`src/rtl/memory.sv`:
```
// rv32 memory-access stage: services loads and stores on the data bus,
// aligns and extends load data, and hands a wb_t beat to writeback.

package core;
   typedef enum logic [2:0] {
      NONE   = 3'd0,
      JUMP   = 3'd1,
      BRANCH = 3'd2,
      LOAD   = 3'd3,
      STORE  = 3'd4,
      REG    = 3'd5
   } op_t;

   typedef enum logic [2:0] {
      LB  = 3'd0,
      LH  = 3'd1,
      LW  = 3'd2,
      LBU = 3'd3,
      LHU = 3'd4,
      SB  = 3'd5,
      SH  = 3'd6,
      SW  = 3'd7
   } mem_t;

   typedef struct packed {
      op_t  op;
      mem_t mem;
   } mm_ctrl_t;

   typedef struct packed {
      logic [4:0]  rd;
      logic [31:0] alu;
      logic [31:0] rs2;
   } mm_data_t;

   typedef struct packed {
      mm_ctrl_t ctrl;
      mm_data_t data;
   } mm_t;

   typedef struct packed {
      op_t op;
   } wb_ctrl_t;

   typedef struct packed {
      logic [4:0]  rd;
      logic [31:0] value;
   } wb_data_t;

   typedef struct packed {
      wb_ctrl_t ctrl;
      wb_data_t data;
   } wb_t;
endpackage

module memory
   import core::*;
(
   input  logic                        aclk,
   input  logic                        areset,
   input  logic                        source_tvalid,
   output logic                        source_tready,
   input  logic [$bits(core::mm_t)-1:0] source_tdata,
   output logic                        sink_tvalid,
   input  logic                        sink_tready,
   output logic [$bits(core::wb_t)-1:0] sink_tdata,
   output logic                        dmem_req,
   output logic                        dmem_we,
   output logic [3:0]                  dmem_be,
   output logic [31:0]                 dmem_addr,
   output logic [31:0]                 dmem_wdata,
   input  logic                        dmem_gnt,
   input  logic                        dmem_rvalid,
   input  logic [31:0]                 dmem_rdata,
   output logic [31:0]                 bypass,
   output logic                        misaligned
);

   typedef enum logic [1:0] {
      IDLE  = 2'd0,
      REQ   = 2'd1,
      RESP  = 2'd2,
      VALID = 2'd3
   } state_t;

   function automatic logic is_misaligned(input mem_t m, input logic [1:0] o);
      logic r;
      case (m)
         LH, LHU, SH: r = o[0];
         LW, SW:      r = (o != 2'b00);
         default:     r = 1'b0;
      endcase
      return r;
   endfunction

   function automatic logic [3:0] store_be(input mem_t m, input logic [1:0] o);
      logic [3:0] r;
      case (m)
         SB:      r = 4'b0001 << o;
         SH:      r = 4'b0011 << o;
         default: r = 4'b1111;
      endcase
      return r;
   endfunction

   function automatic logic [31:0] store_wdata(input mem_t m, input logic [31:0] rs2);
      logic [31:0] r;
      case (m)
         SB:      r = {4{rs2[7:0]}};
         SH:      r = {2{rs2[15:0]}};
         default: r = rs2;
      endcase
      return r;
   endfunction

   // Shift the addressed lane down to bit 0, then extend to 32 bits.
   function automatic logic [31:0] load_value(input mem_t m, input logic [1:0] o,
                                              input logic [31:0] rdata);
      logic [31:0] s;
      logic [31:0] r;
      s = rdata >> {o, 3'b000};
      case (m)
         LB:      r = {{24{s[7]}}, s[7:0]};
         LBU:     r = {24'h000000, s[7:0]};
         LH:      r = {{16{s[15]}}, s[15:0]};
         LHU:     r = {16'h0000, s[15:0]};
         default: r = rdata;
      endcase
      return r;
   endfunction

   state_t      state_r;
   op_t         op_r;
   mem_t        mem_r;
   logic [4:0]  rd_r;
   logic [31:0] alu_r;
   logic        req_r;
   logic        we_r;
   logic [3:0]  be_r;
   logic [31:0] addr_r;
   logic [31:0] wdata_r;
   op_t         wb_op_r;
   logic [4:0]  wb_rd_r;
   logic [31:0] wb_value_r;
   logic        mis_r;

   mm_t         beat_s;
   wb_t         wb_s;
   logic        ready_s;
   logic        accept_s;
   logic        mem_op_s;
   logic        is_store_s;
   logic        mis_s;

   assign beat_s     = mm_t'(source_tdata);
   assign ready_s    = ~areset & ((state_r == IDLE) | ((state_r == VALID) & sink_tready));
   assign accept_s   = source_tvalid & ready_s;
   assign is_store_s = (beat_s.ctrl.op == STORE);
   assign mem_op_s   = (beat_s.ctrl.op == LOAD) | is_store_s;
   assign mis_s      = mem_op_s & is_misaligned(beat_s.ctrl.mem, beat_s.data.alu[1:0]);

   // Pack the writeback registers into the sink beat.
   always_comb begin
      wb_s            = '0;
      wb_s.ctrl.op    = wb_op_r;
      wb_s.data.rd    = wb_rd_r;
      wb_s.data.value = wb_value_r;
   end

   // Stage FSM: dispatch, bus request, response wait, and result hold.
   always_ff @(posedge aclk) begin
      if (areset) begin
         state_r    <= IDLE;
         op_r       <= NONE;
         mem_r      <= LB;
         rd_r       <= 5'd0;
         alu_r      <= 32'd0;
         req_r      <= 1'b0;
         we_r       <= 1'b0;
         be_r       <= 4'b0000;
         addr_r     <= 32'd0;
         wdata_r    <= 32'd0;
         wb_op_r    <= NONE;
         wb_rd_r    <= 5'd0;
         wb_value_r <= 32'd0;
         mis_r      <= 1'b0;
      end else begin
         mis_r <= 1'b0;
         case (state_r)
            IDLE, VALID: begin
               if (accept_s) begin
                  op_r  <= beat_s.ctrl.op;
                  mem_r <= beat_s.ctrl.mem;
                  rd_r  <= beat_s.data.rd;
                  alu_r <= beat_s.data.alu;
                  if (mis_s) begin
                     // Faulting access: emit a harmless bubble, never touch the bus.
                     state_r    <= VALID;
                     wb_op_r    <= NONE;
                     wb_rd_r    <= 5'd0;
                     wb_value_r <= beat_s.data.alu;
                     mis_r      <= 1'b1;
                  end else if (mem_op_s) begin
                     state_r <= REQ;
                     req_r   <= 1'b1;
                     we_r    <= is_store_s;
                     addr_r  <= {beat_s.data.alu[31:2], 2'b00};
                     if (is_store_s) begin
                        be_r    <= store_be(beat_s.ctrl.mem, beat_s.data.alu[1:0]);
                        wdata_r <= store_wdata(beat_s.ctrl.mem, beat_s.data.rs2);
                     end else begin
                        be_r    <= 4'b1111;
                        wdata_r <= 32'd0;
                     end
                  end else begin
                     state_r    <= VALID;
                     wb_op_r    <= beat_s.ctrl.op;
                     wb_rd_r    <= beat_s.data.rd;
                     wb_value_r <= beat_s.data.alu;
                  end
               end else if ((state_r == VALID) && sink_tready) begin
                  state_r <= IDLE;
               end else begin
                  state_r <= state_r;
               end
            end
            REQ: begin
               if (dmem_gnt) begin
                  req_r <= 1'b0;
                  we_r  <= 1'b0;
                  be_r  <= 4'b0000;
                  if (op_r == STORE) begin
                     state_r    <= VALID;
                     wb_op_r    <= op_r;
                     wb_rd_r    <= rd_r;
                     wb_value_r <= alu_r;
                  end else begin
                     state_r <= RESP;
                  end
               end else begin
                  state_r <= REQ;
               end
            end
            RESP: begin
               if (dmem_rvalid) begin
                  state_r    <= VALID;
                  wb_op_r    <= op_r;
                  wb_rd_r    <= rd_r;
                  wb_value_r <= load_value(mem_r, alu_r[1:0], dmem_rdata);
               end else begin
                  state_r <= RESP;
               end
            end
            default: state_r <= IDLE;
         endcase
      end
   end

   assign source_tready = ready_s;
   assign sink_tvalid   = (state_r == VALID);
   assign sink_tdata    = wb_s;
   assign dmem_req      = req_r;
   assign dmem_we       = we_r;
   assign dmem_be       = be_r;
   assign dmem_addr     = addr_r;
   assign dmem_wdata    = wdata_r;
   assign bypass        = wb_value_r;
   assign misaligned    = mis_r;

endmodule

```
`config.mk`:
```
export PLATFORM = sky130hd
export DESIGN_NAME = memory
export DESIGN_NICKNAME = d
export VERILOG_FILES = /design/src/rtl/memory.sv
export SDC_FILE = /design/constraint.sdc
export NUM_CORES = 1
export LEC_CHECK = 0
export BUFFER_PORTS_ARGS = -buffer_cell sky130_fd_sc_hd__buf_2
export CAP_MARGIN = 30
export CORE_UTILIZATION = 43
export DETAILED_ROUTE_END_ITERATION = 12
export PLACE_DENSITY = 0.71
export SETUP_SLACK_MARGIN = 0.5
export SYNTH_ARGS = -nofsm -noshare
export SYNTH_HDL_FRONTEND = slang
export SYNTH_SLANG_ARGS = --single-unit
```
`constraint.sdc`:
```
create_clock -name aclk -period 2.15 [get_ports aclk]
set_input_delay 0.43 -clock aclk [delete_from_list [all_inputs] [get_ports aclk]]
set_output_delay 0.43 -clock aclk [all_outputs]
set_load 0.1 [all_outputs]
```
==> impl_results.md, run 1 <==
- Vias in the first global route: 9200
- Commonest non-fill, non-tap cell in the layout: nand2_1
- CP Max Fanout: 7
- Final Slew Violations: 0
- Area contributors post-synth: dfxtp_1 (36%), nand2_1 (9.6%), a21oi_1 (8.4%), buf_4 (3.8%), clkbuf_1 (3.1%)
- Fmax: 0.466 GHz
- Layout area overhead: 61.6%
- Status: finished clean
- Die Footprint: 20200 µm²
- CTS tree: built
- Diode count: 0
- Commonest cells after routing, fill and taps aside: nand2_1 (147), dfxtp_1 (120), buf_2 (118), a21oi_1 (115), buf_4 (105)
- Post-Layout Cell Count: 1613
- Max VDD drop: 1040 µV
- Final period util: 99.8%
- Total GRT Usage: about a third
- Synth warn: 0
- Avg Cell Area, Syn: 8.04 µm²
- Initial Util: between 40% and 50%
- Layout cells sized above 1: 52.7%
- HP Class: in2reg
- Synth Register Bits: roughly 150
- Slew HR: 52.8%
- Global route total overflow: 0
- DRC Markers: 0
- Setup violators final: 0
- CP Class: reg2reg
- Worst Setup End Kind: flip-flop
- CP max stage cell: dfxtp_4
- Die width: 142 µm
- FFs w/ async S/R, synth: 0%
- Clock Skews: 0.00860 ns
- Final hold violation count: 0
- FILL cells: 1299
- Post-Place Cell Area: ~10000 µm²
- Layout net count: 1457
- DP HPWL: 20100 µm
- I/O Buffers: 255
- Top Ports: 258
- Count of different cell masters after synthesis: 68
- Worst-skew pair later-pin latency: 0.44 ns
- First-pass DRT Iterations: 5
- Vias after detailed routing: 9940
- Die Ht: 142 µm
- Core footprint: 19000 µm²
- Syn Std Cell Area: between 8000 and 9000 µm²
- Post-Synthesis Cells: 1051
- Routed Antenna Nets: 0
- Vias per cell: 6.16
- Root Driver: clkbuf_16
- Setup crit start kind: flip-flop
- Sequential area share after synthesis: 36.5%
- H-Tree Level Count: 4
- Post-layout instance area: 13600 µm²
- Pwr per Cell Area: 1250 nW/µm²
- Final wirelength: 36700 µm
- Largest area contributor in the netlist: dfxtp_1
- Synth Flop Type: dfxtp_1
- Placed cell count: 1484
- Required time worst endpoint: 2.44 ns
- Crit path time final: 2.15 ns
- Clock tree buffer depth: 2
- Number of max-cap violations: 0
- CTS sink count: 154
- Largest net degree at the start of global routing: approximately 60
- Global-route wire length before repair: 50600 µm
- Crit path largest cell delay: 0.39 ns
- TritonCTS Buffers: 17
- Setup TNS: 0 ns
- Leakage: about 5.5 nW
- Initial antenna violation count: 0
- RSZ-0062 raised after global routing: yes
- Routability congestion estimate: around 0.90
- Worst Max-Slew Pin Slew: between 0.7 and 0.8 ns
- Worst-path cell chain: buf_6, ha_4, a21o_1, buf_4, and3_4, buf_6, nand3_4, buf_12, buf_12, buf_16, nand2_2, a21oi_2
- Starting DRT DRC Count: 837
- Row cnt: 50
- Wire per inst: 22.7 µm
- CP arrival: 2.44 ns
- Clock-pin slew on the worst setup and hold paths: 0.07 ns
- Number of flops mapped to enable cells by yosys: 0
- Yosys top cell area share: 36.5%
-- cell type report --
class / count / area (µm²) / share of cell area [%]
multi-input cells: 742 / 5660 / 41.4
repair buffers: 407 / 3870 / 28.3
flip-flops and latches: 154 / 3140 / 23.0
clock buffers: 17 / 425 / 3.12
well taps: 260 / 325 / 2.38
clock inverters: 15 / 161 / 1.18
inverters: 18 / 77.6 / 0.568
-- flip-flops by register name, summed over array words and instances, names as in the netlist --
register,count
alu_r,32
bypass,32
dmem_wdata,32
dmem_addr,30
rd_r,5
wb_rd_r,5
dmem_be,4
mem_r,3
op_r,3
wb_op_r,3
state_r,2
dmem_req,1
dmem_we,1
misaligned,1
-- worst max-delay path, delay by kind of cell, from the launching register on --
family / cells / cell delay (ns)
DFF: 1 / 0.39
and+or+nand+nor: 3 / 0.38
buffers and inverters: 6 / 0.81
adders and majority gates: 1 / 0.15
AOI/OAI and AO/OA: 2 / 0.27
-- Yosys cell counts, types with 8 or more instances --
master / count
o41ai_2: 9
and3_1: 23
nand3_1: 24
mux2i_1: 15
mux2_2: 11
a41oi_1: 17
nand2b_1: 14
a31oi_1: 14
clkbuf_1: 70
inv_1: 17
nor2_1: 15
buf_2: 14
a22oi_1: 8
a221oi_1: 10
nand2_1: 215
o21bai_1: 8
buf_4: 43
a22o_1: 16
a221oi_2: 12
a21oi_1: 142
o22ai_1: 8
o21ai_0: 43
o211ai_1: 17
dfxtp_1: 154
a211oi_1: 19
o221a_2: 8
-- routing by layer --
metal / GRT usage [%] / part of all wire, % / vias to the layer above
met5: 0 / 0 / -
met1: 39.6 / 38 / 4715
met2: 54.0 / 48 / 676
li1: - / - / 4386
met3: 7.74 / 9.0 / 163
met4: 16.7 / 5.5 / 0
-- power by group --
part	total, mW	switching (mW)	internal, mW
clock	3.04	1.40	1.64
combinational	10.4	6.78	3.64
sequential	3.65	0.357	3.29
-- worst paths after layout --
check	from	to	slack, ns	depth (start not counted)
max reg2reg	state_r[1]	dmem_addr[27]	0.004	12
max	state_r[1]	dmem_addr[27]	0.004	12
min	source_tdata[65]	rd_r[1]	0.24	3
min reg2reg	dmem_addr[26]	dmem_addr[26]	0.45	2
-- cells by family (layout without fill, tap and decap cells) --
kind of cell               after synthesis  after routing  synth area share, %
and+or+nand+nor                        320            321                 16.9
adders and majority gates                4              4                0.593
DFF                                    154            154                 36.5
AOI/OAI and AO/OA                      386            386                 32.6
other                                    1              2               0.0444
xor gates and xnor gates                 1              1                0.104
muxes                                   28             28                 3.67
buffers and inverters                  157            457                 9.64
-- stage by stage --
stage               setup WS (ns)  util, %  hold WS [ns]  power (mW)
floorplan                   0.293        -         0.432        9.76
global placement           0.0825     53.6         0.436        11.1
detailed placement         0.0371     53.6         0.443        11.2
CTS                         0.197     67.2         0.229        15.9
global route              -0.0494     72.0         0.232        17.6
finish                    0.00416     72.0         0.241        17.1
-- repair_timing --
action	in CTS	in global routing
gates resized for setup	256	184
endpoints found under the setup margin	200	243
buffers inserted	50	14
hold buffers	0	0
pin swaps	126	47
cloned	24	9
Note: power is estimated with default switching activity, not from simulation.
==> run 2, diff against run 1 <==
Settings changed: ABC_AREA set to 1, PLACE_DENSITY 0.71 to 0.72.
==> run 2 against run 1 <==
Effect of this change:
- non-clock buffer count is 61 lower
- critical path depth is 1 lower
- cell count is 8.0% higher
- critical endpoint is now wb_op_r[0]
- clock skew hardly changed
- worst hold slack better by 0.042 ns
- core utilization is 2.3 points lower
- worst setup slack better by 0.24 ns
==> impl_results.md, run 2 <==
- Status: finished clean
- Hold Buf Count CTS: 0 (unchanged)
- R2R depth: 11 (-1)
- Hold EP: dmem_wdata[4]
- TritonCTS Buffers: 17 (unchanged)
- Global route total overflow: 0 (unchanged)
- Wire per inst: 18.4 µm (-19%)
- Vias per cell: 5.53 (-10%)
- Final wirelength: 32100 µm (-13%)
- Post-Synthesis Cells: 1231 (+17%)
- Slew HR: 34.3% (-18 points)
- Routability congestion estimate: 0.924 (+2.7%)
- Syn Std Cell Area: 7890 µm² (-6.6%)
- I/O Buffers: 255 (unchanged)
- Final hold violation count: 0 (unchanged)
- Row cnt: 49 (-2.0%)
- Setup crit start kind: flip-flop
- Routing usage on met3: 8.31% (+0.58 points)
- Number of flops mapped to enable cells by yosys: 0 (unchanged)
- Met2 Track Usage GR: 50.6% (-3.4 points)
- Critical hold path startpoint: source_tdata[4]
- Layout area overhead: 58.6%
- Top Ports: 258 (unchanged)
- Die width: 137 µm (-3.3%)
- Number of max-cap violations: 0 (unchanged)
- Routed Antenna Nets: 0 (unchanged)
- Vias in the first global route: 8678 (-5.7%)
- FFs w/ async S/R, synth: 0% (unchanged)
- Final hold slack: 0.283 ns (+0.0418 ns)
- FILL cells: 1372 (+5.6%)
- Leakage: 5.52 nW (+0.75%)
- Die Ht: 137 µm (-3.3%)
- Yosys top cell area share: 39.1% (+2.6 points)
- Hold-critical path depth: 3 (unchanged)
- Initial Util: 43.9% (-0.63 points)
- Layout net count: 1617 (+11%)
- Synth Register Bits: 154 (unchanged)
- Worst r2r src: state_r[0]
- Total GRT Usage: 31.6% (-1.1 points)
- CTS sink count: 154 (unchanged)
- Starting DRT DRC Count: 877 (+4.8%)
- Global route hottest layer: met2
- Clock-pin slew on the worst setup and hold paths: 0.06 ns (about the same)
- Sequential area share after synthesis: 39.1% (+2.6 points)
- Setup violators final: 0 (unchanged)
- Largest net degree at the start of global routing: 79 (+34%)
- Count leader, synth: nand2_1
- Worst Max-Slew Pin Slew: 0.985 ns (+0.277 ns)
- Crit path time final: 1.91 ns (-0.239 ns)
- Worst-skew pair later-pin latency: 0.43 ns (about the same)
- Synth Flop Type: dfxtp_1
- Largest area contributor in the netlist: dfxtp_1
- Required time worst endpoint: 2.47 ns (+0.03 ns)
- Initial antenna violation count: 0 (unchanged)
- Commonest non-fill, non-tap cell in the layout: nand2_1
- Root Driver: clkbuf_16
- Met1 usage: 39.2% (-0.40 points)
- CTS tree: built
- Clock Skews: 0.00888 ns (+0.000287 ns)
- Global-route wire length before repair: 45200 µm (-11%)
- CP arrival: 2.23 ns (-0.21 ns)
- Layout Utilization: 69.7% (-2.3 points)
- Ranking of synthesized cells by instance count: nand2_1 (295), nor2_1 (243), a21oi_1 (155)
- H-Tree Level Count: 4 (unchanged)
- Pwr per Cell Area: 1350 nW/µm² (+7.6%)
- Worst Setup End Kind: flip-flop
- Vias after detailed routing: 9629 (-3.1%)
- Layout cells sized above 1: 40.9% (-12 points)
- Reg-to-Reg End: wb_op_r[0]
- Clock tree buffer depth: 2 (unchanged)
- Die Footprint: 18900 µm² (-6.5%)
- Area contributors post-synth: dfxtp_1 (39%), nand2_1 (14%), nor2_1 (12%), a21oi_1 (9.8%), o21ai_0 (6.2%)
- Final Slew Violations: 0 (unchanged)
- Fmax: 0.524 GHz (+13%)
- Max VDD drop: 1690 µV (+62%)
- Commonest cells after routing, fill and taps aside: nand2_1 (257), nor2_1 (168), buf_2 (157), a21oi_1 (132), dfxtp_1 (120)
- CP Class: reg2reg
- Avg Cell Area, Syn: 6.41 µm² (-20%)
- First-pass DRT Iterations: 5 (unchanged)
- HP Class: in2reg
- Count of different cell masters after synthesis: 32 (-53%)
- RSZ-0062 raised after global routing: yes
- DRC Markers: 0 (unchanged)
- Setup TNS: 0 ns (unchanged)
- Flop2flop setup slack: 0.24 ns (+0.24 ns)
- CP Max Fanout: 17 (+10)
- Final period util: 88.7% (-11 points)
- DP HPWL: 18300 µm (-8.9%)
- Synth warn: 0 (unchanged)
- Diode count: 0 (unchanged)
- Core footprint: 18000 µm² (-5.2%)
==> run 2: changes by cell type after synthesis, sizes merged, moves of 16 or more <==
cell / change
nand2: +81
nor2: +227
inv: +56
mux2i: -16
a41oi: -17
a22o: -16
nand3: +32
a221oi: -22
o211ai: -17
o41ai: -16
o21ai: +56
and3: -23
clkbuf: -27
==> run 2: worst max path at each step <==
| stage | start | endpoint | cells after the start |
|---|---|---|---|
| CTS | state_r[0] | source_tready | 4 |
| floorplan | state_r[1] | source_tready | 3 |
| global route | state_r[0] | alu_r[11] | 12 |
| finish | state_r[0] | wb_op_r[0] | 11 |
| global placement | state_r[0] | bypass[2] | 10 |
| detailed placement | state_r[1] | bypass[2] | 13 |
==> run 2: stage by stage <==
step | worst slack [ns] | std cells | power [mW] | instance area [µm²]
after floorplan | 0.347 | 1232 | 10.2 | 8150
after global placement | 0.152 | 1640 | 11.2 | 9310
after detailed placement | 0.106 | 1640 | 11.3 | 9310
after CTS | 0.307 | 1717 | 15.4 | 11200
after global routing | 0.185 | 1742 | 17.6 | 12500
final | 0.243 | 1742 | 16.9 | 12500
==> run 2: cells by family after synthesis <==
| logic type | count (synthesis) | synth area share (%) |
|---|---|---|
| buffers and inverters | 186 | 11.1 |
| AO/OA/AOI/OAI | 284 | 18.7 |
| AND/OR/NAND/NOR | 602 | 30.5 |
| flip-flops | 154 | 39.1 |
| adder cells (fa/ha/maj) | 4 | 0.634 |
| other | 1 | 0.0475 |
==> run 2: metal layers <==
metal / vias up / routed length [µm] / share of wire, %
li1: 4473 / - / -
met5: - / 0 / 0
met2: 547 / 15100 / 47
met3: 124 / 3120 / 9.7
met4: 0 / 1510 / 4.7
met1: 4485 / 12400 / 39
==> run 2: area by class of cell <==
type | count | area (µm²) | share of cell area, %
multi-input cells | 894 | 4940 | 39.5
repair inverters | 9 | 173 | 1.38
repair buffers | 346 | 2990 | 23.9
well taps | 229 | 287 | 2.29
flip-flops and latches | 154 | 3130 | 25.0
inverters | 78 | 363 | 2.90
clock inverters | 11 | 168 | 1.34
clock buffers | 21 | 470 | 3.76
==> run 2: worst max-delay path, cell delays in order, from the launching register on <==
cell and delay (ns):
dfxtp_4 0.38, inv_4 0.07, ha_1 0.19, clkinv_1 0.12, o21ai_2 0.23, nor2_4 0.05
buf_12 0.15, buf_12 0.13, nand2_8 0.12, clkinv_8 0.12, o21ai_1 0.16, nor2_1 0.07
==> run 2: power breakdown <==
part / switching (mW) / leakage, nW / total [mW] / internal, mW
Clock: 1.26 / 0.297 / 3.29 / 2.03
Combinational: 7.13 / 3.95 / 9.89 / 2.75
Sequential: 0.323 / 1.27 / 3.70 / 3.37
==> run 2: timing repair <==
action                                  in CTS  in global routing
pin swaps                                   14                 56
resized for setup                          178                277
gates cloned                                18                 11
setup buffers                               27                 14
endpoints found under the setup margin     170                238
